## config.mk

```make
export PLATFORM = sky130hd
export DESIGN_NAME = hex_msg_sequencer
export DESIGN_NICKNAME = d
export VERILOG_FILES = /design/src/rtl/hex_msg_sequencer.sv
export SDC_FILE = /design/constraint.sdc
export NUM_CORES = 1
export LEC_CHECK = 0
export ABC_AREA = 1
export BUFFER_PORTS_ARGS = -buffer_cell sky130_fd_sc_hd__clkbuf_2
export CAP_MARGIN = 10
export CORE_ASPECT_RATIO = 1.5
export CORE_MARGIN = 2
export CORE_UTILIZATION = 55
export DETAILED_ROUTE_END_ITERATION = 7
export PLACE_DENSITY_LB_ADDON = 0.1
export SYNTH_ARGS = -nofsm -noshare
export SYNTH_HDL_FRONTEND = slang
export SYNTH_SLANG_ARGS = --single-unit
```

## constraint.sdc

```tcl
create_clock -name clk -period 3.04 [get_ports clk]
set_clock_uncertainty 0.2 [all_clocks]
set_input_delay 0.152 -clock clk [delete_from_list [all_inputs] [get_ports clk]]
set_output_delay 0.152 -clock clk [all_outputs]
set_load 0.005 [all_outputs]
```

## src/rtl/hex_msg_sequencer.sv

```systemverilog
// hex_msg_sequencer: drives the six seg7 character codes (HEX5..HEX0).
// Shows the score while playing, a WIN/LOSE banner at game end, and then
// scrolls "GAMEOVER" right-to-left until game_over drops.
module hex_msg_sequencer #(
    parameter int unsigned SCROLL_TICKS = 12_500_000, // cycles per scroll/hold step, >= 2
    parameter int unsigned HOLD_STEPS   = 8           // banner steps before scrolling, >= 1
) (
    input  logic       clk,
    input  logic       reset,
    input  logic       game_over,
    input  logic       win,
    input  logic [7:0] score,
    output logic [4:0] hex5,
    output logic [4:0] hex4,
    output logic [4:0] hex3,
    output logic [4:0] hex2,
    output logic [4:0] hex1,
    output logic [4:0] hex0,
    output logic       scroll_wrap,
    output logic [1:0] mode
);

    localparam int unsigned TW = $clog2(SCROLL_TICKS);
    localparam int unsigned SW = $clog2(HOLD_STEPS + 1);
    localparam logic [TW-1:0] TICK_LAST = TW'(SCROLL_TICKS - 1);
    localparam logic [SW-1:0] STEP_LAST = SW'(HOLD_STEPS - 1);

    localparam logic [4:0] BL = 5'h1E;
    localparam logic [5:0][4:0] HEX_RESET = {BL, BL, BL, BL, 5'h00, 5'h00};
    localparam logic [5:0][4:0] HEX_WIN   = {BL, BL, 5'h1C, 5'h1C, 5'h01, 5'h15};
    localparam logic [5:0][4:0] HEX_LOSE  = {BL, BL, 5'h13, 5'h16, 5'h1A, 5'h0E};

    typedef enum logic [1:0] {
        S_PLAY = 2'd0,
        S_WIN  = 2'd1,
        S_LOSE = 2'd2,
        S_OVER = 2'd3
    } state_t;

    state_t          state_q, state_d;
    logic [TW-1:0]   cnt_q, cnt_d;
    logic [SW-1:0]   step_q, step_d;
    logic [3:0]      pos_q, pos_d;
    logic            wrap_q, wrap_d;
    logic [5:0][4:0] hex_q, hex_d;
    logic            tick;

    // Scroll stream: six blanks followed by "GAMEOVER", 14 entries total.
    function automatic logic [4:0] stream_chr(input logic [3:0] idx);
        logic [4:0] c;
        case (idx)
            4'd6:    c = 5'h10; // G
            4'd7:    c = 5'h0A; // A
            4'd8:    c = 5'h14; // M
            4'd9:    c = 5'h0E; // E
            4'd10:   c = 5'h16; // O
            4'd11:   c = 5'h1D; // V
            4'd12:   c = 5'h0E; // E
            4'd13:   c = 5'h19; // R
            default: c = BL;
        endcase
        return c;
    endfunction

    // Index into the stream for display slot k (0 = leftmost), modulo 14.
    function automatic logic [3:0] stream_idx(input logic [3:0] pos, input int k);
        logic [4:0] s;
        s = {1'b0, pos} + 5'(k);
        if (s >= 5'd14) s = s - 5'd14;
        return s[3:0];
    endfunction

    assign tick = (cnt_q == TICK_LAST);

    // Next-state: game FSM, hold-step counter, scroll position, wrap pulse, tick counter.
    always_comb begin
        state_d = state_q;
        step_d  = step_q;
        pos_d   = pos_q;
        wrap_d  = 1'b0;
        case (state_q)
            S_PLAY: begin
                step_d = '0;
                if (game_over) state_d = win ? S_WIN : S_LOSE;
            end
            S_WIN, S_LOSE: begin
                // Dropping game_over beats a coincident hold-expiry tick.
                if (!game_over) begin
                    state_d = S_PLAY;
                end else if (tick) begin
                    if (step_q == STEP_LAST) begin
                        state_d = S_OVER;
                        pos_d   = '0;
                    end else begin
                        step_d = step_q + 1'b1;
                    end
                end
            end
            S_OVER: begin
                if (!game_over) begin
                    state_d = S_PLAY;
                end else if (tick) begin
                    if (pos_q == 4'd13) begin
                        pos_d  = '0;
                        wrap_d = 1'b1;
                    end else begin
                        pos_d = pos_q + 4'd1;
                    end
                end
            end
            default: state_d = S_PLAY;
        endcase
        // Step timing restarts cleanly on every state change.
        cnt_d = ((state_d != state_q) || tick) ? '0 : cnt_q + 1'b1;
    end

    // Display content from the current state; registered below, so one cycle behind.
    always_comb begin
        hex_d = {BL, BL, BL, BL, BL, BL};
        case (state_q)
            S_PLAY: begin
                hex_d[1] = {1'b0, score[7:4]};
                hex_d[0] = {1'b0, score[3:0]};
            end
            S_WIN:  hex_d = HEX_WIN;
            S_LOSE: hex_d = HEX_LOSE;
            S_OVER: begin
                for (int k = 0; k < 6; k++) begin
                    hex_d[5-k] = stream_chr(stream_idx(pos_q, k));
                end
            end
            default: hex_d = HEX_RESET;
        endcase
    end

    // State and output registers, all cleared asynchronously.
    always_ff @(posedge clk or posedge reset) begin
        if (reset) begin
            state_q <= S_PLAY;
            cnt_q   <= '0;
            step_q  <= '0;
            pos_q   <= '0;
            wrap_q  <= 1'b0;
            hex_q   <= HEX_RESET;
        end else begin
            state_q <= state_d;
            cnt_q   <= cnt_d;
            step_q  <= step_d;
            pos_q   <= pos_d;
            wrap_q  <= wrap_d;
            hex_q   <= hex_d;
        end
    end

    assign hex5        = hex_q[5];
    assign hex4        = hex_q[4];
    assign hex3        = hex_q[3];
    assign hex2        = hex_q[2];
    assign hex1        = hex_q[1];
    assign hex0        = hex_q[0];
    assign scroll_wrap = wrap_q;
    assign mode        = state_q;

endmodule
```

==> results.cfg, run 1 <==
[clock_network]
clkTransAtPathRegs_ns = 0.06
cts_tree = yes
root_buffer = clkbuf_16
clk_latency_ns = 0.33
cts.path.max_buffers = 2
numCtsBuffers = 9
cts.sink_count = 65
htree_levels = 3

[power_and_ir_drop]
switchingPower_mw = 1.50
pwr_density_cell_nw_per_um2 = 699
power_mw = 3.99
seqPwrFrac_pct = 31.3
clockPowerShare_pct = 31.7
peakVddDrop_uv = 399
switching_share_pct = 37.7
combPwrFrac_pct = 37.0
p_int_mw = 2.49
power_leakage_nw = 2.67

[setup_path]
worst-path-buf-inv = 3
cpMaxStageDelayCell = dfrtp_2
crit_top_cell = nand2_1
cp.arrival_ns = 2.86
crit_fanout = 8
worstPathCellList = clkinvlp_4, ha_2, ha_1, inv_1, nand2_1, nand2_1, nand2_1, nand2_1, nand2_1, ha_1, inv_1, nand3_1, nor2_1, nor2_1, nand2_1, nand2_1, nand2_1, nand2_1
cp-start-kind = register
required_ns = 3.12
slowest_delay_ns = 0.47
end_kind = register
critical-path-top-delay-family = simple AND/OR/NAND/NOR gates
critPathKind = register to register

[floorplanning]
num_rows = 42
die_w_um = 80.7
ios = 45
initial_utilization_pct = 55.7
die_area_um2 = 9610
coreArea_um2 = 8720
die_y_um = 119

[timing]
tns_ns = 0
whs_ns = 0.0593
setup_slack_ns = 0.257
hold_viol = 0
max_freq_ghz = 0.359
relSlewSlack_pct = 44.8
finalWorstPathRequiredPeriod_ns = 2.78
period_share_pct = 91.5
tightestPinTransition_ns = 0.829
setup_viol = 0
drv_slew = 0

[synthesis]
synth_top_area_share_pct = 25.3
synthArstFlopShare_pct = 100
syn_inst = 647
ys_warn_count = 0
yosysUniqueCellTypes = 45
syn_nets = 702
synth_edf_count = 0
netlist_area_um2 = 4860
ys_top_cells_by_area = dfrtp_1, nand2_1, ha_1
synthTopCellsByCount = nand2_1, inv_1, nor2_1
yosysTopAreaCell = dfrtp_1
ys_seq_area_share_pct = 33.9
yosysMostFrequentCell = nand2_1
synth_ff_type = dfrtp_1
syn_area_per_cell_um2 = 7.51
synth-seq-cells = 65

[finish]
drive_gt1_share_pct = 20.1
syn_to_final_growth_pct = 17.6
fin_util_pct = 65.5
antenna_cells = 0
nNetsFinal = 766

[global_route]
antenna_found_initial = 0
grt_pass1_vias = 4457
grt_first_pass_wirelength_um = 20200
track_usage_pct = 26.7
grt-ovfl-total = 0
grt_max_degree = 66

[drt]
top_layer = met4
dr_wl_met3_um = 366
drc_errors = 0
vias = 4514
ant_nets = 0
wl_per_cell_um = 15.0
drt-vias-per-instance = 5.46
drtIter0Drc = 204
drt-pass1-iter-count = 5
met1Wirelength_um = 4670
wl_met2_um = 6870
finalWirelength_um = 12400

[run_status]
outcome = complete, no violations

[placement]
dpl.hpwl_um = 8880
io_buffer_count = 44
place_congestion = 0.928
place_ws_ns = 0.169

[worst_hold_path]
holdCritPathClass = input pin to register

[job]
cap_violations = 0
==> cells by family (layout without fill, tap and decap cells) <==
kind of cell | count (synthesis) | count (layout) | share of synthesized area, %
and+or+nand+nor | 365 | 365 | 36.5
AOI/OAI and AO/OA | 59 | 59 | 6.80
buffers and inverters | 97 | 166 | 8.35
DFF | 65 | 65 | 33.9
adders and majority gates | 43 | 43 | 11.2
xor gates and xnor gates | 18 | 18 | 3.25
==> power by group through the flow <==
stage | logic (mW) | registers (mW) | clock network [mW]
final | 1.48 | 1.25 | 1.27
after global routing | 1.64 | 1.27 | 1.32
after CTS | 1.48 | 1.25 | 1.28
after detailed placement | 1.46 | 1.27 | 0
after global placement | 1.43 | 1.26 | 0
after floorplan | 1.03 | 1.28 | 0
==> path summary, 6_finish.rpt <==
path | from | endpoint | slack, ns | cells past startpoint
worst min register to register | cnt_q[0] | cnt_q[0] | 0.28 | 1
min in group asynchronous | reset | hex2[0] | 0.41 | 4
worst max-delay path | pos_q[1] | hex4[1] | 0.26 | 18
worst max register to register | pos_q[1] | hex4[1] | 0.26 | 18
max in group asynchronous | reset | pos_q[1] | 1.64 | 4
worst min-delay path | win | mode[0] | 0.06 | 5
==> cell type report <==
class	instances	area, µm²
Fill cell	777	3010
Multi-Input combinational cell	485	2820
Sequential cell	65	1650
Timing Repair Buffer	66	410
Inverter	84	319
Clock buffer	12	300
Tap cell	110	138
Clock inverter	4	76.3
==> placed cells by master, fill, tap and decap left out, types with 12 or more instances in the layout <==
cell type	instances
buf_4	12
clkbuf_16	12
ha_1	40
clkbuf_2	44
nand4_1	13
nand3_1	53
inv_1	74
dfstp_2	16
a21oi_1	13
dfrtp_1	47
nor2_1	60
nand2_1	166
o21ai_0	24
xor2_1	13
nor3_2	22
nor3_1	20
==> metrics by stage <==
stage,instance area (µm²),std cells
CTS,5660,822
floorplan,4860,647
finish,5710,826
global route,5710,826
detailed placement,5180,796
global placement,5180,796
==> per-layer routing <==
metal  GRT usage, %  vias to the layer above
met2           50.4                      106
met5              0                        -
li1               -                     2235
met4           12.0                        0
met3           4.02                       37
met1           28.2                     2136
==> state kept, by name (all words and copies together), names as in the netlist <==
| register | flops |
|---|---|
| hex3 | 5 |
| hex5 | 5 |
| pos_q | 4 |
| mode | 2 |
| hex4 | 5 |
| hex0 | 5 |
| hex1 | 5 |
| hex2 | 5 |
| scroll_wrap | 1 |
| step_q | 4 |
| cnt_q | 24 |
==> repair_timing <==
item	in CTS	in global routing
buffers inserted	0	4
hold endpoints to repair	58	0
gates resized for setup	0	6
endpoints found under the setup margin	0	3
hold buffers	10	0
==> worst reg2reg max path: cells and delay by family, from the launching register on <==
| family | cells | cell delay [ns] |
|---|---|---|
| simple gates | 12 | 0.94 |
| flops | 1 | 0.47 |
| buf+inv | 3 | 0.30 |
| fa+ha+maj | 3 | 0.82 |
(Power assumes the default switching activity.)
==> inputs of run 2 (changes only) <==
--- a/config.mk
+++ b/config.mk
@@ -8,7 +8,6 @@
 export ABC_AREA = 1
 export BUFFER_PORTS_ARGS = -buffer_cell sky130_fd_sc_hd__clkbuf_2
 export CAP_MARGIN = 10
-export CORE_ASPECT_RATIO = 1.5
 export CORE_MARGIN = 2
 export CORE_UTILIZATION = 55
 export DETAILED_ROUTE_END_ITERATION = 7
==> run 2 against run 1 <==
  * Combinational power about the same
  * Count of clock-buffer cells in the layout unchanged
  * Critical path type unchanged
  * Global-route usage decreased by 0.62 points
  * Flip-flop and latch count unchanged
  * Wire length decreased by 3.9%
  * Final cell count decreased by 0.24%
  * Largest power group unchanged
  * Register-to-register slack improved by 0.03 ns
  * Non-clock buffer count unchanged
  * Die area decreased by 0.17%
  * First-iteration DRC count increased by 17%
  * Hold slack improved by 0.0044 ns
  * Core utilization decreased by 1.5 points
  * Largest cell class unchanged
==> results.cfg, run 2 (same netlist as run 1, synthesis figures left out) <==
[drt]
wl_per_cell_um = 14.4
drtIter0Drc = 239
drt-vias-per-instance = 5.40
finalWirelength_um = 11900
vias = 4450
ant_nets = 0
drt-pass1-iter-count = 5
drc_errors = 0

[global_route]
grt_first_pass_wirelength_um = 20600
track_usage_pct = 26.1
grt_pass1_vias = 4511
grt-ovfl-total = 0
grt_max_degree = 34
antenna_found_initial = 0

[setup_path]
cp-start-kind = register
crit_fanout = 7
r2r_setup_slack_ns = 0.29
r2r-end = hex0[1]
worstReg2RegStart = pos_q[1]
worstRegToRegCells = 19
critPathKind = register to register
cp.arrival_ns = 2.75
required_ns = 3.04
end_kind = register

[timing]
hold_viol = 0
whs_ns = 0.0637
max_freq_ghz = 0.364
finalWorstPathRequiredPeriod_ns = 2.75
setup_slack_ns = 0.291
drv_slew = 0
period_share_pct = 90.4
tightestPinTransition_ns = 0.710
setup_viol = 0
relSlewSlack_pct = 52.6

[floorplanning]
coreArea_um2 = 8640
initial_utilization_pct = 56.2
ios = 45
die_area_um2 = 9600
die_w_um = 98.0
num_rows = 34
die_y_um = 98.0

[clock_network]
clk_latency_ns = 0.33
cts_tree = yes
htree_levels = 3
numCtsBuffers = 9
cts.sink_count = 65
cts.path.max_buffers = 2
clkTransAtPathRegs_ns = 0.07
root_buffer = clkbuf_8

[worst_hold_path]
holdCritPathClass = input pin to register
min_delay_worst_endpoint = mode[0]
hold_depth = 5
min_from = win

[finish]
largest_register_ffs = 24
final_common_cell = nand2_1
drive_gt1_share_pct = 19.8
top_register = cnt_q
antenna_cells = 0
final_cells = 824
nNetsFinal = 766
syn_to_final_growth_pct = 13.7
fin_util_pct = 64.0
final_cell_mix = nand2_1, inv_1, nor2_1, nand3_1, dfrtp_1

[placement]
dp.cells = 796
io_buffer_count = 44
dpl.hpwl_um = 8790
place_congestion = 0.898
place_ws_ns = 0.121

[run_status]
outcome = complete, no violations

[power_and_ir_drop]
power_leakage_nw = 2.58
peakVddDrop_uv = 398
pwr_density_cell_nw_per_um2 = 625

[job]
cap_violations = 0
==> run 2: critical path, cell delays in order (launching register included) <==
cell,delay (ns)
dfrtp_2,0.48
ha_4,0.20
inv_1,0.07
nand2_1,0.08
nand2_1,0.12
inv_2,0.07
ha_1,0.20
inv_1,0.06
nand2_1,0.05
nand2_1,0.09
nand2_1,0.08
nand2_1,0.06
nand2_1,0.06
inv_1,0.12
ha_1,0.24
nand3b_1,0.17
nor2_1,0.10
nor2_1,0.05
nand2_1,0.06
a21oi_1,0.07
==> run 2: per-stage QoR <==
| stage | power, mW | instance area, µm² | TNS (ns) |
|---|---|---|---|
| floorplan | 2.31 | 4860 | 0 |
| global placement | 2.71 | 5200 | 0 |
| detailed placement | 2.74 | 5200 | 0 |
| CTS | 3.46 | 5480 | 0 |
| global route | 3.70 | 5520 | -0.0104 |
| finish | 3.45 | 5520 | 0 |
==> run 2: worst max-delay path by stage <==
stage / start / end / slack (ns) / cells after the start
after detailed placement: pos_q[1] / hex4[1] / 0.12 / 18
after floorplan: pos_q[0] / hex4[1] / 0.14 / 18
final: pos_q[1] / hex0[1] / 0.29 / 19
after global routing: pos_q[1] / hex4[1] / -0.01 / 18
after CTS: pos_q[1] / hex4[1] / 0.10 / 18
after global placement: pos_q[1] / hex4[1] / 0.29 / 18
==> run 2: layer usage <==
layer	vias up	part of all wire [%]	global-route usage, %
li1	2224	-	-
met1	2117	45	33.4
met2	88	49	43.5
met3	21	4.0	5.58
met4	0	2.1	9.62
met5	-	0	0
==> run 2: power by group <==
group          internal (mW)  total (mW)  leakage (nW)  switching [mW]
Combinational          0.474        1.51          1.68            1.04
Clock                  0.376       0.705        0.0941           0.329
Sequential              1.16        1.23         0.810          0.0795
Total                   2.01        3.45          2.58            1.44
==> run 2: what timing repair did <==
action	4_1_cts	5_1_grt
endpoints found under the hold margin	36	0
hold buffers	10	0
endpoints found under the setup margin	0	5
resized for setup	0	8
setup buffers	0	2
==> run 2: cell type report <==
type | instances | area, µm²
fill | 768 | 3110
multi-input combinational | 485 | 2830
sequential | 65 | 1650
timing repair buffer | 66 | 410
inverter | 84 | 319
clock buffer | 12 | 135
tap | 108 | 135
clock inverter | 4 | 45.0
==> inputs of run 3 (changes only) <==
--- a/config.mk
+++ b/config.mk
@@ -5,11 +5,10 @@
 export SDC_FILE = /design/constraint.sdc
 export NUM_CORES = 1
 export LEC_CHECK = 0
-export ABC_AREA = 1
 export BUFFER_PORTS_ARGS = -buffer_cell sky130_fd_sc_hd__clkbuf_2
 export CAP_MARGIN = 10
-export CORE_MARGIN = 2
-export CORE_UTILIZATION = 55
+export CORE_MARGIN = 5
+export CORE_UTILIZATION = 54
 export DETAILED_ROUTE_END_ITERATION = 7
 export PLACE_DENSITY_LB_ADDON = 0.1
 export SYNTH_ARGS = -nofsm -noshare
==> run 3 against run 2 <==
  * Sequential share of layout area up 0.13 points
  * Wire length fell by 4.6%
  * Die area up 11%
  * Largest cell class unchanged
==> results.cfg, run 3 <==
[drt]
finalWirelength_um = 11300
vias = 3998
drc_errors = 0
drt-vias-per-instance = 5.71
ant_nets = 0
wl_per_cell_um = 16.2
drt-pass1-iter-count = 4
drtIter0Drc = 193

[clock_network]
clkTransAtPathRegs_ns = 0.08
root_buffer = clkbuf_8
cts_setup_buffers = 0
cts.sink_count = 65
cts.path.max_buffers = 2
clk_latency_ns = 0.35
htree_levels = 3
cts_tree = yes
numCtsBuffers = 9

[power_and_ir_drop]
p_int_mw = 1.75
combPwrFrac_pct = 29.8
switchingPower_uw = 924
power_leakage_nw = 2.43
clockPowerShare_pct = 25.6
seqPwrFrac_pct = 44.6
peakVddDrop_uv = 315
pwr_density_cell_nw_per_um2 = 487
switching_share_pct = 34.5

[timing]
tns_ns = 0
drv_slew = 0
hold_viol = 0
rsz0062_at_grt = false
relSlewSlack_pct = 52.9
tightestPinTransition_ns = 0.701
setup_viol = 0
max_freq_ghz = 0.347
period_share_pct = 94.8
finalWorstPathRequiredPeriod_ns = 2.88

[global_route]
grt-ovfl-total = 0
antenna_found_initial = 0
track_usage_pct = 23.0
grt_first_pass_wirelength_um = 19200
grt_pass1_vias = 3854
grt_max_degree = 44

[synthesis]
synth_xor_area_share_pct = 7.06
ys_seq_area_share_pct = 35.0
synth-seq-cells = 65
synthArstFlopShare_pct = 100
netlist_area_um2 = 4700
synth_ff_type = dfrtp_1
synth_top_family_by_area = simple AND/OR/NAND/NOR gates
syn_nets = 573
syn_inst = 518
yosysUniqueCellTypes = 67
synth_edf_count = 0
yosysTopAreaCell = dfrtp_1
synthTopCellsByCount = dfrtp_1, nor2_1, nand2_1
syn_area_per_cell_um2 = 9.07
ys_top_cells_by_area = dfrtp_1, ha_1, dfstp_2
synth-compound-area-share_pct = 17.8
synth_top_area_share_pct = 26.1
synthMuxAreaShare_pct = 3.46
synthAdderAreaFrac_pct = 11.6
synthSimpleGateAreaFrac_pct = 20.3
yosysMostFrequentCell = dfrtp_1
ys_warn_count = 0

[finish]
final_cells = 700
multiInputGateArea_um2 = 2900
drive_gt1_share_pct = 23.1
syn_to_final_growth_pct = 17.0
antenna_cells = 0
fillers = 717
nNetsFinal = 642
largest_register_ffs = 24
final_cell_mix = nor2_1, dfrtp_1, clkbuf_2, nand2_1, ha_1
ff_latch_area_um2 = 1650
top_register = cnt_q

[setup_path]
crit_fanout = 6
worstPathCellList = ha_2, xnor2_4, inv_2, ha_1, a211oi_2, a21oi_1, xnor2_1, ha_2, nor2_1, a31o_2, a211oi_2, o31ai_2
cp.arrival_ns = 2.95
cp-start-kind = register
end_kind = register
cpMaxStageDelayCell = dfrtp_2
slowest_delay_ns = 0.46
required_ns = 3.11
worst-path-buf-inv = 1
critPathKind = register to register
critical-path-top-delay-family = compound AO/OA/AOI/OAI gates

[floorplanning]
die_w_um = 103
die_y_um = 103
coreArea_um2 = 8590
num_rows = 34
initial_utilization_pct = 54.7
die_area_um2 = 10700
ios = 45

[placement]
io_buffer_count = 44
dpl.hpwl_um = 8090
place_congestion = 0.814
dp.cells = 672

[worst_hold_path]
holdCritPathClass = input pin to asynchronous set/reset pin

[job]
cap_violations = 0

[run_status]
outcome = complete, no violations
-- run 3: changes by cell type in the layout (fill, tap and decap cells not counted), moves of 21 or more --
cell / delta
inv_1: -48
nand2_1: -123
nand3_1: -31
nor3_2: -21
-- run 3: kinds of logic after synthesis --
| logic type | Yosys count |
|---|---|
| compound gates | 121 |
| simple gates | 184 |
| buf+inv | 52 |
| flops | 65 |
| xor+xnor | 37 |
| mux | 16 |
| fa+ha+maj | 43 |
-- run 3: area by class of cell --
class                      instances  area share, %
multi-input combinational        401           52.7
sequential                        65           30.0
timing repair buffer              81           9.60
clock buffer                      10           2.50
tap                              108           2.46
inverter                          29           2.05
clock inverter                     6          0.751
-- run 3: final timing paths --
kind / start / end / slack, ns / cells after the start
max in group asynchronous: reset / hex3[2] / 1.87 / 4
min in group clk: cnt_q[0] / cnt_q[0] / 0.28 / 1
hold reg to reg: cnt_q[0] / cnt_q[0] / 0.28 / 1
hold / removal: reset / hex2[0] / 0.02 / 3
setup reg to reg: pos_q[1] / hex4[4] / 0.16 / 12
setup / recovery: pos_q[1] / hex4[4] / 0.16 / 12
-- run 3: routing by layer --
layer | part of all wire, % | global-route usage [%] | wire [µm]
met1 | 47 | 32.6 | 5320
met2 | 48 | 36.7 | 5450
met3 | 4.4 | 3.35 | 497
met4 | 0.68 | 6.47 | 77
met5 | 0 | 0 | 0
-- run 3: tightest hold or removal path, stage by stage --
cell,delay (ns)
dlygate4sd3_1,0.53
clkbuf_2,0.11
inv_2,0.12
-- run 3: what timing repair did --
item	CTS	global route
gates resized for setup	0	8
hold buffers	12	0
endpoints found under the setup margin	0	6
hold endpoints to repair	73	0
-- run 3: through the flow --
step,instance area (µm²),hold slack [ns],util [%],worst slack [ns],power [mW]
2_1_floorplan,4750,0.0690,-,0.00994,1.63
3_3_place_gp,5170,-0.170,60.1,0.245,1.98
3_5_place_dp,5170,-0.169,60.1,0.122,1.99
4_1_cts,5470,0.00912,63.6,0.0686,2.70
5_1_grt,5500,0.0211,64.0,0.00461,2.85
6_report,5500,0.0173,64.0,0.159,2.68
-- run 3: power by group through the flow --
stage | logic (mW) | registers, mW | clock network (mW)
6_report | 0.798 | 1.19 | 0.686
5_1_grt | 0.894 | 1.22 | 0.734
4_1_cts | 0.795 | 1.20 | 0.703
3_5_place_dp | 0.776 | 1.21 | 0
3_3_place_gp | 0.772 | 1.21 | 0
2_1_floorplan | 0.412 | 1.22 | 0
